[config.mk]
export PLATFORM = sky130hd
export DESIGN_NAME = proc_control
export DESIGN_NICKNAME = d
export VERILOG_FILES = /design/src/rtl/proc_control.sv
export SDC_FILE = /design/constraint.sdc
export NUM_CORES = 1
export LEC_CHECK = 0
export BUFFER_PORTS_ARGS = -buffer_cell sky130_fd_sc_hd__buf_2
export CORE_AREA = 2 2 39 41
export CTS_BUF_LIST = sky130_fd_sc_hd__clkbuf_8
export CTS_CLUSTER_SIZE = 12
export DETAILED_ROUTE_END_ITERATION = 10
export DIE_AREA = 0 0 41 43
export GPL_TIMING_DRIVEN = 0
export MAX_ROUTING_LAYER = met4
export PLACE_DENSITY = 0.75
export SLEW_MARGIN = 20
export SYNTH_ARGS = -nofsm -noshare
export SYNTH_HDL_FRONTEND = slang
export SYNTH_SLANG_ARGS = --single-unit
[constraint.sdc]
create_clock -name Clock -period 2.5 [get_ports Clock]
set_input_delay 0.5 -clock Clock [delete_from_list [all_inputs] [get_ports Clock]]
set_output_delay 0.5 -clock Clock [all_outputs]
set_load 0.01 [all_outputs]
[src/rtl/proc_control.sv]
// Step-sequenced control unit for the 8-register bus datapath.
// The only state is the T0..T3 step counter; every strobe is decoded from (step, IR, Run).
module dec3to8 (
  input  logic [2:0] W,
  input  logic       En,
  output logic [0:7] Y
);
  always_comb begin
    Y = '0;
    if (En) Y[W] = 1'b1;
  end
endmodule

module proc_control (
  input  logic       Clock,
  input  logic       Resetn,
  input  logic       Run,
  input  logic [8:0] IR,
  output logic       IRin,
  output logic [0:7] Rin,
  output logic [0:7] Rout,
  output logic       DINout,
  output logic       Gout,
  output logic       Ain,
  output logic       Gin,
  output logic       AddSub,
  output logic       Done,
  output logic [1:0] Tstep
);
  localparam logic [1:0] T0 = 2'd0;
  localparam logic [1:0] T1 = 2'd1;
  localparam logic [1:0] T2 = 2'd2;
  localparam logic [1:0] T3 = 2'd3;

  localparam logic [2:0] OP_MV  = 3'b000;
  localparam logic [2:0] OP_MVI = 3'b001;
  localparam logic [2:0] OP_ADD = 3'b010;
  localparam logic [2:0] OP_SUB = 3'b011;

  logic [1:0] step_q, step_d;
  logic [2:0] op, rx, ry;
  logic       is_arith;
  logic       rin_en, rout_en;
  logic [2:0] rin_sel, rout_sel;
  logic       irin_c, dinout_c, gout_c, ain_c, gin_c, addsub_c, done_c;

  assign op       = IR[8:6];
  assign rx       = IR[5:3];
  assign ry       = IR[2:0];
  assign is_arith = (op == OP_ADD) || (op == OP_SUB);

  always_comb begin
    step_d   = step_q;
    irin_c   = 1'b0;
    dinout_c = 1'b0;
    gout_c   = 1'b0;
    ain_c    = 1'b0;
    gin_c    = 1'b0;
    addsub_c = 1'b0;
    done_c   = 1'b0;
    rin_en   = 1'b0;
    rout_en  = 1'b0;
    rin_sel  = rx;
    rout_sel = ry;
    case (step_q)
      T0: begin
        irin_c = Run;
        if (Run) step_d = T1;
      end
      T1: begin
        step_d = T0;
        case (op)
          OP_MV: begin
            rout_en = 1'b1;
            rin_en  = 1'b1;
            done_c  = 1'b1;
          end
          OP_MVI: begin
            dinout_c = 1'b1;
            rin_en   = 1'b1;
            done_c   = 1'b1;
          end
          OP_ADD, OP_SUB: begin
            rout_sel = rx;
            rout_en  = 1'b1;
            ain_c    = 1'b1;
            step_d   = T2;
          end
          default: done_c = 1'b1;
        endcase
      end
      T2: begin
        // An opcode that changed mid-instruction falls back to T0 silently.
        step_d = T0;
        if (is_arith) begin
          rout_en  = 1'b1;
          gin_c    = 1'b1;
          addsub_c = IR[6];
          step_d   = T3;
        end
      end
      default: begin
        step_d = T0;
        if (is_arith) begin
          gout_c = 1'b1;
          rin_en = 1'b1;
          done_c = 1'b1;
        end
      end
    endcase
  end

  always_ff @(posedge Clock) begin
    if (!Resetn) step_q <= T0;
    else         step_q <= step_d;
  end

  dec3to8 u_rin_dec (
    .W  (rin_sel),
    .En (rin_en & Resetn),
    .Y  (Rin)
  );

  dec3to8 u_rout_dec (
    .W  (rout_sel),
    .En (rout_en & Resetn),
    .Y  (Rout)
  );

  // Reset masks every strobe combinationally so nothing leaks while held low.
  assign IRin   = irin_c   & Resetn;
  assign DINout = dinout_c & Resetn;
  assign Gout   = gout_c   & Resetn;
  assign Ain    = ain_c    & Resetn;
  assign Gin    = gin_c    & Resetn;
  assign AddSub = addsub_c & Resetn;
  assign Done   = done_c   & Resetn;
  assign Tstep  = step_q;
endmodule

; Word-level counts from Yosys, hierarchy flattened
; Index checks and enable logic that the tools add are counted.
[totals]
ramBits = 0
out_inout_bits = 25
latchBits = 0
ff_bits = 2
elab_cells = 60
rom_bits = 0
mem_count = 0
in_bits = 12
[op_classes]
reduce_logical = 10
n_shift = 0
muxes = 28
multipliers = 0
eq_ne = 6
add_sub_neg = 0
n_div = 0
bitwise_logic = 11
magnitude_cmp = 4
[op_table]
columns = op, n
row1 = 8-bit 2-to-1 mux, 2
row2 = 1-bit 2-to-1 mux, 15
row3 = 1-bit AND, 9
row4 = 4-bit greater-or-equal comparator (second input constant), 2
row5 = 4-bit by 1-bit less-than comparator with 1-bit output (second input constant), 2
row6 = 3-bit inverter with 4-bit output, 2
row7 = 1-bit demux with 3-bit select, 2
row8 = 3-bit by 2-bit equality test with 1-bit output (second input constant), 2
row9 = 2-bit 2-to-1 mux, 3
row10 = 3-bit 2-to-1 mux, 2
row11 = 1-bit case mux with 2 select lines, 3
row12 = 2-bit case mux with 3 select lines, 1
row13 = 2-bit OR reduction, 3
row14 = 3-bit OR reduction, 2
row15 = 3-bit by 1-bit equality test with 1-bit output (second input constant), 1
row16 = 3-bit logical NOT, 1
row17 = 2-bit by 1-bit equality test with 1-bit output (second input constant), 1
row18 = 2-bit equality test (second input constant), 1
row19 = 1-bit logical AND, 2
row20 = 2-bit logical NOT, 1
row21 = 2-bit != test (second input constant), 1
row22 = 1-bit logical OR, 1

; Depth between registers and ports, before layout
[depth]
depth_word = 10
mapped_depth = 5
depth_no_buf = 5

; Cells and area by module
; A second synthesis with hierarchy kept.
[unflattened]
cells_unflattened = 54
hier_area_um2 = 503.0
[modules_own_cells]
columns = mod, n_inst, cells_per_inst, area_each_um2
row1 = proc_control, 1, 38, 310.3
row2 = dec3to8, 2, 8, 96.3

; Worst setup path after synthesis
; Ideal clock, no wire load.
[synth_timing]
path_kind = reg-to-output
start = register step_q[1], in the netlist Tstep[1]
end = output Rout[0] (netlist name)
n_path_buf = 0
t_arrival_ps = 1672
setup_slack_ps = 328
stages_incl_launch_ff = 6
path_cell_list = dfxtp_1 > inv_1 > ha_1 > nand3b_4 > mux2_2 > nor4_1
[synth_between]
elab_chain_len = 8
word_cells_on_any_way = 12
[synth_lines]
columns = item, line_no
row1 = "start, declared", 40  ; logic [1:0] step_q, step_d;
row2 = "start signal, assigned", 115  ; else step_q <= step_d;
row3 = 2-bit by 1-bit equality test with 1-bit output, 65  ; case (step_q)
row4 = 3-bit 2-to-1 mux, 65
row5 = 3-bit inverter with 4-bit output (not written as such), 10  ; if (En) Y[W] = 1'b1;
row6 = 4-bit greater-or-equal comparator (not written as such) or 4-bit by 1-bit less-than comparator with 1-bit output (tied branches), 10
row7 = 1-bit logical AND (not written as such), 10
row8 = 1-bit 2-to-1 mux (not written as such), 10
row9 = 1-bit demux with 3-bit select, 10
row10 = 8-bit 2-to-1 mux (*), 10
row11 = "end, declared", 21  ; output logic [0:7] Rout,
; Mark *: on every way between the ends. The rest lies on a longest branch, timed or not.

; Worst setup path in the final report
[layout_timing]
start = register step_q[1], in the netlist Tstep[1]
end = output Rout[7] (netlist name)
; The elaborated chain is that of the path after synthesis.

==> flow_metrics.tcl <==
set metrics [dict create \
    run_status "complete, no violations" \
    port-buffer-count 36 \
    share_of_the_yosys_chip_area_belonging_to_registers_pct 8.466 \
    synth_common_cells "8 x nor2_1, 8 x nor4_1, 5 x and3_1" \
    grt_start_max_net_pins 9 \
    timing_max_transition_violations_final 0 \
    worstSetupStartpoint "Tstep[1]" \
    routed_wire_length_per_instance_um 10.57 \
    yosysUniqueCellTypes 25 \
    max_slew_margin_pct 73.90 \
    grt_setup_unrepaired "false" \
    max-cap-violations 0 \
    avgSynthCellArea_um2 7.390 \
    vdd_ir_drop_max_mv 0.4246 \
    power.internal_uw 167.0 \
    first_global_vias 486 \
    worst_hold_path_type "in2reg" \
    drt-vias-per-instance 5.244 \
    worst_r2r_path_depth 4 \
    wirelength_um 1258 \
    power_frac_comb_pct 29.9 \
    number_of_enable_flip_flop_cells_after_synthesis 0 \
    clock_buffers_created_by_tritoncts 3 \
    power_uw 233.7 \
    setup_viol 0 \
    crit_path_max_fanout 8 \
    critical_path.reg2reg.startpoint "Tstep[1]" \
    setup-tns-final_ps 0 \
    worst_setup_hold_path_clk_slew_ps 30 \
    synth_top_flop_cell "dfxtp_1" \
    fin_nets 121 \
    sequential_cell_fraction_of_total_power_pct 16.0 \
    drc 0 \
    synth_seq_cells 2 \
    timing.critical_path.arrival_ps 1870 \
    powerDensity_nw_per_um2 311.8 \
    tightestPinTransition_ps 380.6 \
    critPathMaxStageDelay_ps 380 \
    initial_antenna_violation_count 0 \
    cts.hold.buffers_added 0 \
    crit_buf_inv 2 \
    std_cell_rows 14 \
    postSynth.asyncResetShare_pct 0 \
    cp.depth 5 \
    path_cells "inv_1 -> ha_1 -> nand4b_1 -> nor4_1 -> buf_2" \
    cp-endpoint "Rout[7]" \
    htree_levels 1 \
    power.net_switching_uw 66.70 \
    crit_family "simple AND/OR/NAND/NOR gates" \
    num_antenna_cells 0 \
    floorplan.core_area_um2 1384 \
    largest_register_ff_count 2 \
    drt_first_pass_iters 4 \
    antenna_violating_nets_post_route 0 \
    clock-root-buffer "clkbuf_8" \
    timing.critical_path.slowest_stage_cell "dfxtp_1" \
    p_clk_share_pct 54.1 \
    fmax_mhz 422.4 \
    setup.worst_path.class "reg2out" \
    worst_r2r_endpoint "Tstep[0]" \
    gpl.final_weighted_congestion 0.7350 \
    r2r_slack_ps 1000 \
    die_height_um 43 \
    initial_utilization_pct 34.18 \
    netlist_area_pre_place_um2 473.0 \
    die-area_um2 1763 \
    clock_insertion_delay_worst_skew_ps 210 \
    critical_path.endpoint_type "primary output" \
    min_delay_path_depth 2 \
    synthesis.yosys.warnings 0 \
    multi_input_comb_area_um2 451.7 \
    detail_route.iter0.violations 8 \
    via_count 624 \
    grt-ovfl-total 0 \
    swShare_pct 28.55 \
    tritoncts "done" \
    period_share_pct 94.70 \
    final_layout_size_suffix_gt1_share_pct 47.57 \
    io_pins 37 \
    final_hold_viol_count 0 \
    clock_skew_ps 0.1032 \
    synthTopCellsByArea "ha_1 11%, nor4_1 11%, dfxtp_1 8.5%, and3_1 6.6%, mux2i_1 6.3%" \
    final_period_minus_worst_setup_slack_ps 2367 \
    cell_taking_the_most_area_after_synthesis "ha_1" \
    layout-area-overhead-vs-synth_pct 58.47 \
    number_of_nets_in_the_synthesized_netlist 80 \
    clock-sinks 2 \
    synth_cells 64 \
    power.static_leakage_uw 0.0004109 \
    startpoint_type "flip-flop" \
    number_of_fillers_in_the_final_layout 132 \
    first_pass_grt_wire_length_um 1869 \
    cts_repair_resize_count 0 \
    cts.path.max_buffers 2 \
    synth_top_area_share_pct 10.58 \
    final-seq-area_um2 41.29 \
    cts.repair_timing.setup_buffer_count 0 \
    detailedPlacementHpwl_um 1010 \
    global_route.usage.total_pct 15.71 \
    required_ps 2000 \
    chipWidth_um 41 \
]
==> cells by family after synthesis <==
logic type      Yosys count  synth area share, %
compound gates            8                12.43
mux                       6                14.28
flops                     2                8.466
buf+inv                   4                3.174
simple gates             40                51.06
fa+ha+maj                 4                10.58
==> power by group through the flow <==
stage	clock network (µW)	logic, µW	registers [µW]
after floorplan	0	38.8	37.2
after global placement	0	64.0	36.6
after detailed placement	0	65.8	36.7
after CTS	130	66.2	36.3
after global routing	134	78.4	37.8
final	126	69.9	37.4
==> area by class of cell <==
type                            instances  area share (%)
Multi-Input combinational cell         58           60.27
Timing Repair Buffer                   36           24.04
Sequential cell                         2           5.509
Clock buffer                            3           5.509
Tap cell                               16           2.671
Inverter                                4           2.003
==> how the worst min path moves through the flow <==
stage,end,startpoint
finish,Tstep[1],Resetn
floorplan,Tstep[1],Resetn
global placement,Tstep[0],Tstep[0]
detailed placement,Tstep[0],Tstep[0]
CTS,Tstep[1],Resetn
global route,Tstep[1],Resetn
==> per-stage QoR <==
step	cells	hold slack (ps)	cell area [µm²]	utilization [%]	worst slack, ps
floorplan	64	617.8	473.0	-	328.3
global placement	116	635.3	673.1	48.64	349.1
detailed placement	116	642.0	673.1	48.64	316.5
CTS	119	571.6	714.4	51.63	96.46
global route	119	586.0	749.5	54.16	18.70
finish	119	573.5	749.5	54.16	132.5
==> routing by layer <==
| metal | share of wire, % | track usage, % | wire length [µm] | vias to the layer above |
|---|---|---|---|---|
| li1 | - | - | - | 318 |
| met1 | 40 | 16.61 | 499 | 274 |
| met2 | 48 | 24.69 | 608 | 28 |
| met3 | 10 | 3.665 | 126 | 4 |
| met4 | 2.0 | 10.00 | 25 | 0 |
| met5 | 0 | - | 0 | - |
==> placed cells by master (no fill, tap or decap), drive strengths merged, types with 3 or more instances in the layout <==
master | netlist | layout
nand2 | 4 | 4
nor2 | 8 | 8
mux2i | 3 | 3
buf | 0 | 36
o211ai | 3 | 3
ha | 4 | 4
clkbuf | 0 | 3
and3 | 5 | 5
mux2 | 3 | 3
nand2b | 4 | 4
inv | 4 | 4
nor4 | 8 | 8
Note: power is estimated with default switching activity, not from simulation.
